### src/rtl/nn_accel_pkg.sv
// Shared types and constants for the layer sequencer and its descriptor table.
package nn_accel_pkg;

  localparam int unsigned DATA_W          = 16;
  localparam int unsigned CNT_W           = 10;
  localparam int unsigned TMO_W           = 16;
  localparam int unsigned MAX_LAYERS_DEF  = 4;
  localparam int unsigned PE_SIZE_DEF     = 16;
  localparam int unsigned MAX_NEURONS_DEF = 1023;
  localparam int unsigned TIMEOUT_CYC_DEF = 65535;

  typedef enum logic [2:0] {
    S_IDLE, S_CHECK, S_KICK, S_SEND, S_WAIT, S_NEXT, S_FINISH
  } state_e;

  typedef enum logic [2:0] {
    F_WEIGHT = 3'd0, F_OUT = 3'd1, F_NOUT = 3'd2, F_INBASE = 3'd3, F_NIN0 = 3'd4
  } cfg_field_e;

  typedef enum logic [1:0] {
    E_NONE = 2'd0, E_COUNT = 2'd1, E_DESC = 2'd2, E_TIMEOUT = 2'd3
  } err_code_e;

  typedef struct packed {
    logic [DATA_W-1:0] weight_addr;
    logic [DATA_W-1:0] out_addr;
    logic [DATA_W-1:0] n_out;
  } layer_desc_t;

endpackage

### src/rtl/nn_layer_desc_table.sv
// Per-layer descriptor register file plus the global input base and first-layer input size.
module nn_layer_desc_table
  import nn_accel_pkg::*;
#(
  parameter int unsigned MAX_LAYERS = MAX_LAYERS_DEF,
  localparam int unsigned IDX_W = $clog2(MAX_LAYERS)
) (
  input  logic                              clk,
  input  logic                              rst_n,
  input  logic                              wr_en_i,
  input  logic [IDX_W-1:0]                  wr_layer_i,
  input  logic [2:0]                        wr_field_i,
  input  logic [DATA_W-1:0]                 wr_data_i,
  input  logic [IDX_W-1:0]                  rd_idx_i,
  input  logic [IDX_W-1:0]                  rd_prev_idx_i,
  output layer_desc_t                       cur_o,
  output logic [DATA_W-1:0]                 prev_n_out_o,
  output logic [DATA_W-1:0]                 in_base_o,
  output logic [DATA_W-1:0]                 n_in0_o,
  output logic [MAX_LAYERS-1:0][DATA_W-1:0] n_out_all_o
);

  layer_desc_t [MAX_LAYERS-1:0] tbl_q;
  logic [DATA_W-1:0]            in_base_q;
  logic [DATA_W-1:0]            n_in0_q;

  always_ff @(posedge clk or negedge rst_n) begin
    if (!rst_n) begin
      tbl_q     <= '0;
      in_base_q <= '0;
      n_in0_q   <= '0;
    end else if (wr_en_i) begin
      case (cfg_field_e'(wr_field_i))
        F_WEIGHT: tbl_q[wr_layer_i].weight_addr <= wr_data_i;
        F_OUT:    tbl_q[wr_layer_i].out_addr    <= wr_data_i;
        F_NOUT:   tbl_q[wr_layer_i].n_out       <= wr_data_i;
        F_INBASE: in_base_q                     <= wr_data_i;
        F_NIN0:   n_in0_q                       <= wr_data_i;
        default: ;
      endcase
    end
  end

  assign cur_o        = tbl_q[rd_idx_i];
  assign prev_n_out_o = tbl_q[rd_prev_idx_i].n_out;
  assign in_base_o    = in_base_q;
  assign n_in0_o      = n_in0_q;

  // Flat view of every n_out so the whole run can be validated in one cycle.
  always_comb begin
    n_out_all_o = '0;
    for (int unsigned i = 0; i < MAX_LAYERS; i++) begin
      n_out_all_o[i] = tbl_q[i].n_out;
    end
  end

endmodule

### src/rtl/nn_layer_sequencer.sv
// Walks the descriptor table, configuring and kicking the accelerator FSM once per layer
// and counting neuron completions before moving to the next layer.
module nn_layer_sequencer
  import nn_accel_pkg::*;
#(
  parameter int unsigned MAX_LAYERS  = MAX_LAYERS_DEF,
  parameter int unsigned PE_SIZE     = PE_SIZE_DEF,
  parameter int unsigned MAX_NEURONS = MAX_NEURONS_DEF,
  parameter int unsigned TIMEOUT_CYC = TIMEOUT_CYC_DEF
) (
  input  logic              clk,
  input  logic              rst,
  input  logic              cfg_wr,
  input  logic [1:0]        cfg_layer,
  input  logic [2:0]        cfg_field,
  input  logic [DATA_W-1:0] cfg_data,
  input  logic [2:0]        num_layers,
  input  logic              start,
  input  logic              abort,
  input  logic              neuron_done,
  output logic              Enable,
  output logic              busrdwr,
  output logic [DATA_W-1:0] databus,
  output logic              busy,
  output logic              done,
  output logic              err,
  output logic [1:0]        err_code,
  output logic [1:0]        layer_idx,
  output logic [CNT_W-1:0]  neuron_cnt
);

  state_e                           state_q, state_d;
  logic [2:0]                       num_layers_q, num_layers_d;
  logic [1:0]                       layer_q, layer_d;
  logic [DATA_W-1:0]                cur_in_q, cur_in_d;
  logic [CNT_W-1:0]                 cnt_q, cnt_d, cnt_inc;
  logic [TMO_W-1:0]                 tmo_q, tmo_d, tmo_inc;
  logic [2:0]                       word_q, word_d;
  logic [1:0]                       err_code_q, err_code_d;
  logic                             enable_q, enable_d, busrdwr_q, busrdwr_d;
  logic                             busy_q, busy_d, done_q, done_d, err_q, err_d;
  logic [DATA_W-1:0]                databus_q, databus_d;
  layer_desc_t                      cur;
  logic [DATA_W-1:0]                prev_n_out, in_base, n_in0, n_in_word;
  logic [MAX_LAYERS-1:0][DATA_W-1:0] n_out_all;
  logic                             bad_count, bad_desc, cnt_hit, tmo_hit, last_layer;
  logic                             cfg_we;

  assign cfg_we = cfg_wr && (state_q == S_IDLE) && !start;

  nn_layer_desc_table #(.MAX_LAYERS(MAX_LAYERS)) u_table (
    .clk           (clk),
    .rst_n         (rst),
    .wr_en_i       (cfg_we),
    .wr_layer_i    (cfg_layer),
    .wr_field_i    (cfg_field),
    .wr_data_i     (cfg_data),
    .rd_idx_i      (layer_q),
    .rd_prev_idx_i (layer_q - 2'd1),
    .cur_o         (cur),
    .prev_n_out_o  (prev_n_out),
    .in_base_o     (in_base),
    .n_in0_o       (n_in0),
    .n_out_all_o   (n_out_all)
  );

  // Run validation: inner layers must produce a PE-aligned input for the following layer.
  always_comb begin
    bad_count = (num_layers_q == 3'd0) || (32'(num_layers_q) > MAX_LAYERS);
    bad_desc  = (n_in0 == '0) || ((n_in0 % DATA_W'(PE_SIZE)) != '0);
    for (int unsigned i = 0; i < MAX_LAYERS; i++) begin
      if (i < 32'(num_layers_q)) begin
        if ((n_out_all[i] == '0) || (n_out_all[i] > DATA_W'(MAX_NEURONS))) bad_desc = 1'b1;
      end
      if ((i + 1) < 32'(num_layers_q)) begin
        if ((n_out_all[i] % DATA_W'(PE_SIZE)) != '0) bad_desc = 1'b1;
      end
    end
  end

  assign cnt_inc    = cnt_q + CNT_W'(1);
  assign tmo_inc    = tmo_q + TMO_W'(1);
  assign cnt_hit    = neuron_done && (DATA_W'(cnt_inc) == cur.n_out);
  assign tmo_hit    = !neuron_done && (tmo_inc == TMO_W'(TIMEOUT_CYC));
  assign last_layer = (({1'b0, layer_q} + 3'd1) == num_layers_q);
  assign n_in_word  = (layer_q == 2'd0) ? n_in0 : prev_n_out;

  always_ff @(posedge clk or negedge rst) begin
    if (!rst) state_q <= S_IDLE;
    else      state_q <= state_d;
  end

  always_comb begin
    state_d = state_q;
    case (state_q)
      S_IDLE:   if (start) state_d = S_CHECK;
      S_CHECK:  state_d = (bad_count || bad_desc) ? S_IDLE : S_KICK;
      S_KICK:   state_d = S_SEND;
      S_SEND:   if (word_q == 3'd4) state_d = S_WAIT;
      S_WAIT: begin
        if (cnt_hit)      state_d = S_NEXT;
        else if (tmo_hit) state_d = S_IDLE;
      end
      S_NEXT:   state_d = last_layer ? S_FINISH : S_KICK;
      S_FINISH: state_d = S_IDLE;
      default:  state_d = S_IDLE;
    endcase
    if (abort && (state_q != S_IDLE)) state_d = S_IDLE;
  end

  // Datapath updates and registered outputs derived from the upcoming state.
  always_comb begin
    num_layers_d = num_layers_q;
    layer_d      = layer_q;
    cur_in_d     = cur_in_q;
    cnt_d        = cnt_q;
    tmo_d        = tmo_q;
    word_d       = word_q;
    err_code_d   = err_code_q;
    err_d        = 1'b0;
    case (state_q)
      S_IDLE: if (start) begin
        num_layers_d = num_layers;
        err_code_d   = E_NONE;
      end
      S_CHECK: begin
        if (bad_count) begin
          err_d      = 1'b1;
          err_code_d = E_COUNT;
        end else if (bad_desc) begin
          err_d      = 1'b1;
          err_code_d = E_DESC;
        end else begin
          layer_d  = 2'd0;
          cur_in_d = in_base;
        end
      end
      S_SEND: begin
        word_d = word_q + 3'd1;
        if (word_q == 3'd4) begin
          word_d = 3'd0;
          cnt_d  = '0;
          tmo_d  = '0;
        end
      end
      S_WAIT: begin
        if (neuron_done) begin
          cnt_d = cnt_inc;
          tmo_d = '0;
        end else if (!tmo_hit) begin
          tmo_d = tmo_inc;
        end
        if (tmo_hit) begin
          err_d      = 1'b1;
          err_code_d = E_TIMEOUT;
        end
      end
      S_NEXT: begin
        cur_in_d = cur.out_addr;
        if (!last_layer) layer_d = layer_q + 2'd1;
      end
      default: ;
    endcase
    if (abort && (state_q != S_IDLE)) begin
      err_d      = 1'b0;
      err_code_d = err_code_q;
      word_d     = 3'd0;
    end

    enable_d  = (state_d == S_KICK);
    busrdwr_d = (state_d == S_SEND);
    busy_d    = (state_d != S_IDLE);
    done_d    = (state_d == S_FINISH);
    databus_d = '0;
    if (state_d == S_SEND) begin
      case (word_d)
        3'd0:    databus_d = cur_in_q;
        3'd1:    databus_d = cur.weight_addr;
        3'd2:    databus_d = cur.out_addr;
        3'd3:    databus_d = n_in_word;
        default: databus_d = cur.n_out;
      endcase
    end
  end

  always_ff @(posedge clk or negedge rst) begin
    if (!rst) begin
      num_layers_q <= '0;
      layer_q      <= '0;
      cur_in_q     <= '0;
      cnt_q        <= '0;
      tmo_q        <= '0;
      word_q       <= '0;
      err_code_q   <= '0;
      enable_q     <= 1'b0;
      busrdwr_q    <= 1'b0;
      busy_q       <= 1'b0;
      done_q       <= 1'b0;
      err_q        <= 1'b0;
      databus_q    <= '0;
    end else begin
      num_layers_q <= num_layers_d;
      layer_q      <= layer_d;
      cur_in_q     <= cur_in_d;
      cnt_q        <= cnt_d;
      tmo_q        <= tmo_d;
      word_q       <= word_d;
      err_code_q   <= err_code_d;
      enable_q     <= enable_d;
      busrdwr_q    <= busrdwr_d;
      busy_q       <= busy_d;
      done_q       <= done_d;
      err_q        <= err_d;
      databus_q    <= databus_d;
    end
  end

  assign Enable     = enable_q;
  assign busrdwr    = busrdwr_q;
  assign databus    = databus_q;
  assign busy       = busy_q;
  assign done       = done_q;
  assign err        = err_q;
  assign err_code   = err_code_q;
  assign layer_idx  = layer_q;
  assign neuron_cnt = cnt_q;

endmodule

### config.mk
export PLATFORM = sky130hd
export DESIGN_NAME = nn_layer_sequencer
export DESIGN_NICKNAME = d
export VERILOG_FILES = /design/src/rtl/nn_accel_pkg.sv /design/src/rtl/nn_layer_desc_table.sv /design/src/rtl/nn_layer_sequencer.sv
export SDC_FILE = /design/constraint.sdc
export NUM_CORES = 1
export LEC_CHECK = 0
export BUFFER_PORTS_ARGS = -buffer_cell sky130_fd_sc_hd__buf_2
export CAP_MARGIN = 0
export CORE_ASPECT_RATIO = 0.6
export CORE_MARGIN = 10
export CORE_UTILIZATION = 60
export CTS_CLUSTER_SIZE = 30
export DETAILED_ROUTE_END_ITERATION = 10
export PLACE_DENSITY = 0.78
export SLEW_MARGIN = 10
export SYNTH_ARGS = -nofsm -noshare
export SYNTH_HDL_FRONTEND = slang
export SYNTH_SLANG_ARGS = --single-unit
### constraint.sdc
create_clock -name clk -period 4.2 [get_ports clk]
set_clock_uncertainty 0.1 [all_clocks]
set_input_delay 0.21 -clock clk [delete_from_list [all_inputs] [get_ports clk]]
set_output_delay 0.21 -clock clk [all_outputs]
set_load 0.02 [all_outputs]
Yosys cells after proc, flatten, opt, wreduce, memory -nomap -nowiden
Index checks and enable logic that the tools add are counted.
{ "classes": {"eq_ne": 28, "magnitude_cmp": 14, "n_div": 0, "n_shift": 0, "n_bitwise": 1, "n_mux": 68, "reduce_logical": 45, "n_mul": 0, "add_sub_neg": 6} }
{ "ops": {"columns": ["operator", "n"], "rows": [
  ["bitwise mux 192 bit", 3],
  ["one-hot mux 192 bit (3 select lines)", 1],
  ["demux 48 bit (select 2 bit)", 3],
  ["binary-select mux 48 bit (select 2 bit)", 2],
  ["2-to-1 mux 16 bit", 9],
  ["2-to-1 mux 48 bit", 2],
  ["logical NOT 16 bit", 5],
  ["nonzero test 16 bit", 5],
  ["greater-than comparator 16 x 10 -> 1 bit (second input constant)", 4],
  ["one-hot mux 16 bit (2 select lines)", 2],
  ["one-hot mux 16 bit (4 select lines)", 1],
  ["2-to-1 mux 32 bit", 1],
  ["2-to-1 mux 3 bit", 9],
  ["== test 3 x 2 -> 1 bit (second input constant)", 8],
  ["2-to-1 mux 1 bit", 20],
  ["2-to-1 mux 10 bit", 2],
  ["one-hot mux 10 bit (2 select lines)", 1],
  ["one-hot mux 3 bit (6 select lines)", 1],
  ["adder 16 x 1 -> 16 bit (second input constant)", 1],
  ["== test 10 x 16 -> 1 bit", 1],
  ["== test 16 bit (second input constant)", 1],
  ["2-to-1 mux 2 bit", 8],
  ["== test 3 bit (second input constant)", 5],
  ["inequality test 2 bit (second input constant)", 7],
  ["other kinds (29)", 60]
]} }
{ "totals": {"romBits": 0, "ramBits": 0, "n_memories": 0, "out_inout_bits": 35, "word_cells": 190, "reg_bits": 300, "in_bits": 30, "latch_bits": 0} }

Depth between registers and ports, before layout
{ "depth": {"ltp_word": 24, "mapped_depth": 15, "ltp_nobuf": 10} }

Cells and area by module
A second synthesis with hierarchy kept.
{ "unflattened": {"cells_unflattened": 1234, "hier_area_um2": 15760.1} }
{ "modules_own_cells": {"columns": ["module", "area_per_inst_um2", "seq_area_each_um2", "cells_per_inst", "instances"], "rows": [
  ["nn_layer_desc_table", 10511.3, 5605.4, 643, 1],
  ["nn_layer_sequencer", 5248.8, 1901.8, 591, 1]
]} }

Worst setup path after synthesis
No wires, ideal clock.
{ "synth_path": {"path_kind": "flip-flop to flip-flop", "from": "reg layer_q[1] (netlist: layer_idx[1])", "to": "reg databus_q[10] (netlist: databus[10])", "path_stages_with_launch": 15, "path_buffers": 7, "arrival_ps": 3495, "synth_period_minus_slack_ps": 3719, "setup_time_ps": 124, "setup_slack_ps": 481, "required_ps": 3976, "cell_sequence": "dfrtp_1 buf_6 buf_8 buf_4 buf_2 buf_1 inv_1 ha_1 buf_2 clkbuf_1 mux4_2 mux2i_1 o221ai_1 o21ai_0 a21oi_2"} }
{ "synth_between": {"elab_chain_cells": 9, "word_cells_on_any_way": 18, "cone_classes": "add/sub (2); eq/ne (3); mux (11); reduce/logical (2)"} }
{ "synth_rtl": {"columns": ["item", "line", "text"], "rows": [
  ["start: declaration", "nn_layer_sequencer.sv:34", "logic [1:0] layer_q, layer_d;"],
  ["start signal: assignment", "nn_layer_sequencer.sv:203", "layer_q <= layer_d;"],
  ["binary-select mux 48 bit (select 2 bit)", "nn_layer_desc_table.sv:44", "assign cur_o = tbl_q[rd_idx_i];"],
  ["2-to-1 mux 48 bit (not written as such)", "nn_layer_desc_table.sv:44", null],
  ["== test 10 x 16 -> 1 bit", "nn_layer_sequencer.sv:83", "assign cnt_hit = neuron_done && (DATA_W'(cnt_inc) == cur.n_out);"],
  ["logical AND 1 bit", "nn_layer_sequencer.sv:83", null],
  ["2-to-1 mux 3 bit", "nn_layer_sequencer.sv:101", "if (cnt_hit) state_d = S_NEXT;"],
  ["one-hot mux 3 bit (6 select lines)", "nn_layer_sequencer.sv:95", "case (state_q)"],
  ["2-to-1 mux 3 bit", "nn_layer_sequencer.sv:108", "if (abort && (state_q != S_IDLE)) state_d = S_IDLE;"],
  ["== test 3 x 2 -> 1 bit", "nn_layer_sequencer.sv:175", "if (state_d == S_SEND) begin"],
  ["2-to-1 mux 16 bit (*)", "nn_layer_sequencer.sv:175", null],
  ["net databus_d[10]", "nn_layer_sequencer.sv:42", "logic [DATA_W-1:0] databus_q, databus_d;"],
  ["end signal: assignment", "nn_layer_sequencer.sv:214", "databus_q <= databus_d;"],
  ["end: declaration", "nn_layer_sequencer.sv:42", null]
]} }
Mark *: on every way through the listed nets, which the timed path passes. The rest lies on a longest branch. The select of a mux whose other input is x is not followed.
A chain may end at the register's enable or synchronous reset.

Worst setup path after layout
{ "layout_path": {"from": "reg state_q[2]", "to": "reg databus_q[13] (netlist: databus[13])"} }
{ "layout_between": {"elab_chain_cells": 6, "word_cells_on_any_way": 23, "cone_classes": "eq/ne (9); mux (10); reduce/logical (4)"} }
{ "layout_rtl": {"columns": ["item", "line", "text"], "rows": [
  ["start: declaration", "nn_layer_sequencer.sv:32", "state_e state_q, state_d;"],
  ["start signal: assignment", "nn_layer_sequencer.sv:90", "else state_q <= state_d;"],
  ["== test 3 x 2 -> 1 bit, or another cell as far along", "nn_layer_sequencer.sv:95, nn_layer_sequencer.sv:121", null],
  ["2-to-1 mux 3 bit, or another cell as far along", "nn_layer_sequencer.sv:121", "case (state_q)"],
  ["2-to-1 mux 3 bit / one-hot mux 3 bit (6 select lines) (equally long branches)", "nn_layer_sequencer.sv:164, nn_layer_sequencer.sv:95", null],
  ["== test 3 x 2 -> 1 bit, or another cell as far along", "nn_layer_sequencer.sv:176", "case (word_d)"],
  ["one-hot mux 16 bit (4 select lines) / == test 3 x 2 -> 1 bit (equally long branches)", "nn_layer_sequencer.sv:176, nn_layer_sequencer.sv:175", null],
  ["2-to-1 mux 16 bit (*)", "nn_layer_sequencer.sv:175", null],
  ["net databus_d[13]", "nn_layer_sequencer.sv:42", null]
]} }
Mark *: on every way through the listed nets, which the timed path passes. The rest lies on a longest branch.

==> impl_metrics.ini <==
[outcome]
outcome = completed

[power_and_ir_drop]
p_total_mw = 7.344
p_leak_nw = 7.651
power_density_nw_per_um2 = 438.5
peakVddDrop_uv = 287.0

[synthesis]
syn_nets = 1207
synthSimpleGateAreaFrac = 0.07806
synth_common_cells = 300 x dfrtp_1, 261 x mux2_2, 62 x mux4_2
synth_compound_area_frac = 0.06901
muxShareOfSynthArea = 0.3085
synth_fa_ha_area_frac = 0.005764
synth.most_common_cell = dfrtp_1
synth-seq-area-share = 0.4941
yosysWarnings = 0
yosysTopAreaCellShare = 0.4941
synth_area_leader_cell = dfrtp_1
synthArstFlopShare = 1.000
synth_top_family_by_area = multiplexers
synth_top_flop_cell = dfrtp_1
synth_seq_cells = 300
avgSynthCellArea_um2 = 12.99
synth.area.top_cells = dfrtp_1 49%, mux2_2 19%, mux4_2 9.2%, mux2i_1 2.0%, o21ai_0 1.5%
synth_edf_count = 0
synth_xor_area_frac = 0.01318
syn_area_um2 = 15190
syn_inst = 1170
ys_types = 68

[routing]
num_vias = 10424
drtAntennaViolNets = 0
wl_um = 39610
dr.pass1.iters = 5
drt_iter0_markers = 1168
vias_per_cell = 6.712
wl_per_cell_um = 25.50
drc = 0

[clock_tree]
clock-root-buffer = clkbuf_16
cts_tree = built
htreeDepth = 1
worstSkewPairLatency_ns = 0.55
cts_buffers = 28
cts_setup_buffers = 0
clockBufferDepth = 3
numClockSinks = 300
path_clk_slew_ns = 0.07

[timing]
report.final.slew_viol_count = 0
finalHoldViolCount = 0
fmax_ghz = 0.2749
timing.final.crit_share = 0.8661
period_needed_ns = 3.637
setup_viol = 0
layout_setup_ws_ns = 0.5625
rsz0062_at_grt = false
setup_tns_ns = 0
slew_headroom = 0.2339
worst_pin_slew_ns = 1.146

[die]
die_w_um = 225.4
die_y_um = 143.3
ios = 65
design.core.area_um2 = 24550
dieArea_um2 = 32300
num_rows = 44
initial_utilization = 0.6188

[global_route]
grt_usage = 0.2455
grt_pass1_wl_um = 61200
grt_pass1_vias = 10089
grt.overflow.total = 0
grt_max_degree = 119
antenna_found_initial = 0

[finish]
diodes = 0
multi_input_area_um2 = 7216
drive_gt1_frac = 0.3924
regArea_um2 = 7512
final_nets = 1247
finalInstanceArea_um2 = 16750
num-fill-cells = 1702
area_growth_syn_to_layout_pct = 10.24

[worst_setup_path]
worst_ep_arrival_time_ns = 4.00
critPathCaptureType = flip-flop
start_kind = flip-flop
critPathKind = flip-flop to flip-flop
required_ns = 4.56
crit_fanout = 22

[placed_design]
port_buffers = 64
pre_cts_ws_ns = 0.7072
hpwl_um = 27400
place_congestion = 0.9710
place_area_um2 = 15760

[worst_hold_path]
min_path_type = input pin to flip-flop

[run]
max_cap_viol_count = 0
-- power by group --
part	internal [mW]	total, mW	leakage (nW)	switching, mW
clock	1.41	2.52	0.461	1.11
combinational	0.664	1.25	3.16	0.591
sequential	3.25	3.57	4.03	0.319
-- layout make-up --
cell class              count  share of cell area
well taps                 322             0.02405
multi-input cells         761              0.4308
clock buffers              36             0.04788
flip-flops and latches    300              0.4485
clock inverters            15            0.006349
repair buffers             95             0.03705
inverters                  24            0.005378
-- layout by cell type, fill, tap and decap left out, drive strengths merged, types with 9 or more instances in the layout --
cell	instances
nor4	21
clkinv	13
clkbuf	36
nand2b	11
mux2	261
nand4	10
inv	24
mux4	64
o221ai	12
nor3	24
nand3	23
buf	87
nand2	48
nor2b	9
o21ai	46
dfrtp	300
mux2i	30
nor2	51
a21oi	28
-- worst paths after layout --
path	start	end	slack [ns]	depth (start not counted)
setup / recovery	state_q[2]$_DFF_PN0_	databus[13]$_DFF_PN0_	0.56	8
hold / removal	cfg_data[7]	u_table.n_in0_o[7]$_DFFE_PN0P_	0.01	2
setup reg to reg	state_q[2]$_DFF_PN0_	databus[13]$_DFF_PN0_	0.56	8
hold reg to reg	flip-flop	flip-flop	0.40	1
max in group asynchronous	rst	tmo_q[9]$_DFFE_PN0P_	2.79	3
min in group asynchronous	rst	asynchronous set/reset pin	0.20	2
-- cell families (layout without fill, tap and decap cells) --
kind of cell               after synthesis  count (layout)
adders and majority gates                7               7
and+or+nand+nor                        231             231
muxes                                  355             355
xor gates and xnor gates                15              15
DFF                                    300             300
buffers and inverters                  109             170
AOI/OAI and AO/OA                      153             153
-- per-stage QoR --
step           hold WS, ns    util  instances
2_1_floorplan      -0.1856       -       1170
3_3_place_gp        0.2357  0.6419       1494
3_5_place_dp        0.2425  0.6419       1494
4_1_cts           0.005573  0.6822       1553
5_1_grt            0.02871  0.6822       1553
6_report           0.01461  0.6822       1553
-- what timing repair did --
item	in CTS	in global routing
gates resized for setup	0	0
endpoints found under the setup margin	0	0
endpoints found under the hold margin	130	0
hold buffers	8	0
-- layer usage --
layer / up-vias / share of wire / wire length [µm] / GRT usage
li1: 4471 / - / - / -
met1: 5364 / 0.45 / 17700 / 0.3614
met2: 529 / 0.42 / 16730 / 0.3459
met3: 60 / 0.11 / 4476 / 0.08344
met4: 0 / 0.018 / 700 / 0.04742
met5: - / 0 / 0 / 0
-- critical path: stages, from the launching register on --
cell and delay [ns]:
dfrtp_1 0.76, and4b_1 0.26, o21ai_0 0.24, nand3_1 0.42, inv_2 0.61, nand2_1 0.49, o221ai_1 0.32, o21ai_0 0.17
a21oi_2 0.16
No activity file was read; power rests on OpenSTA's default activity.
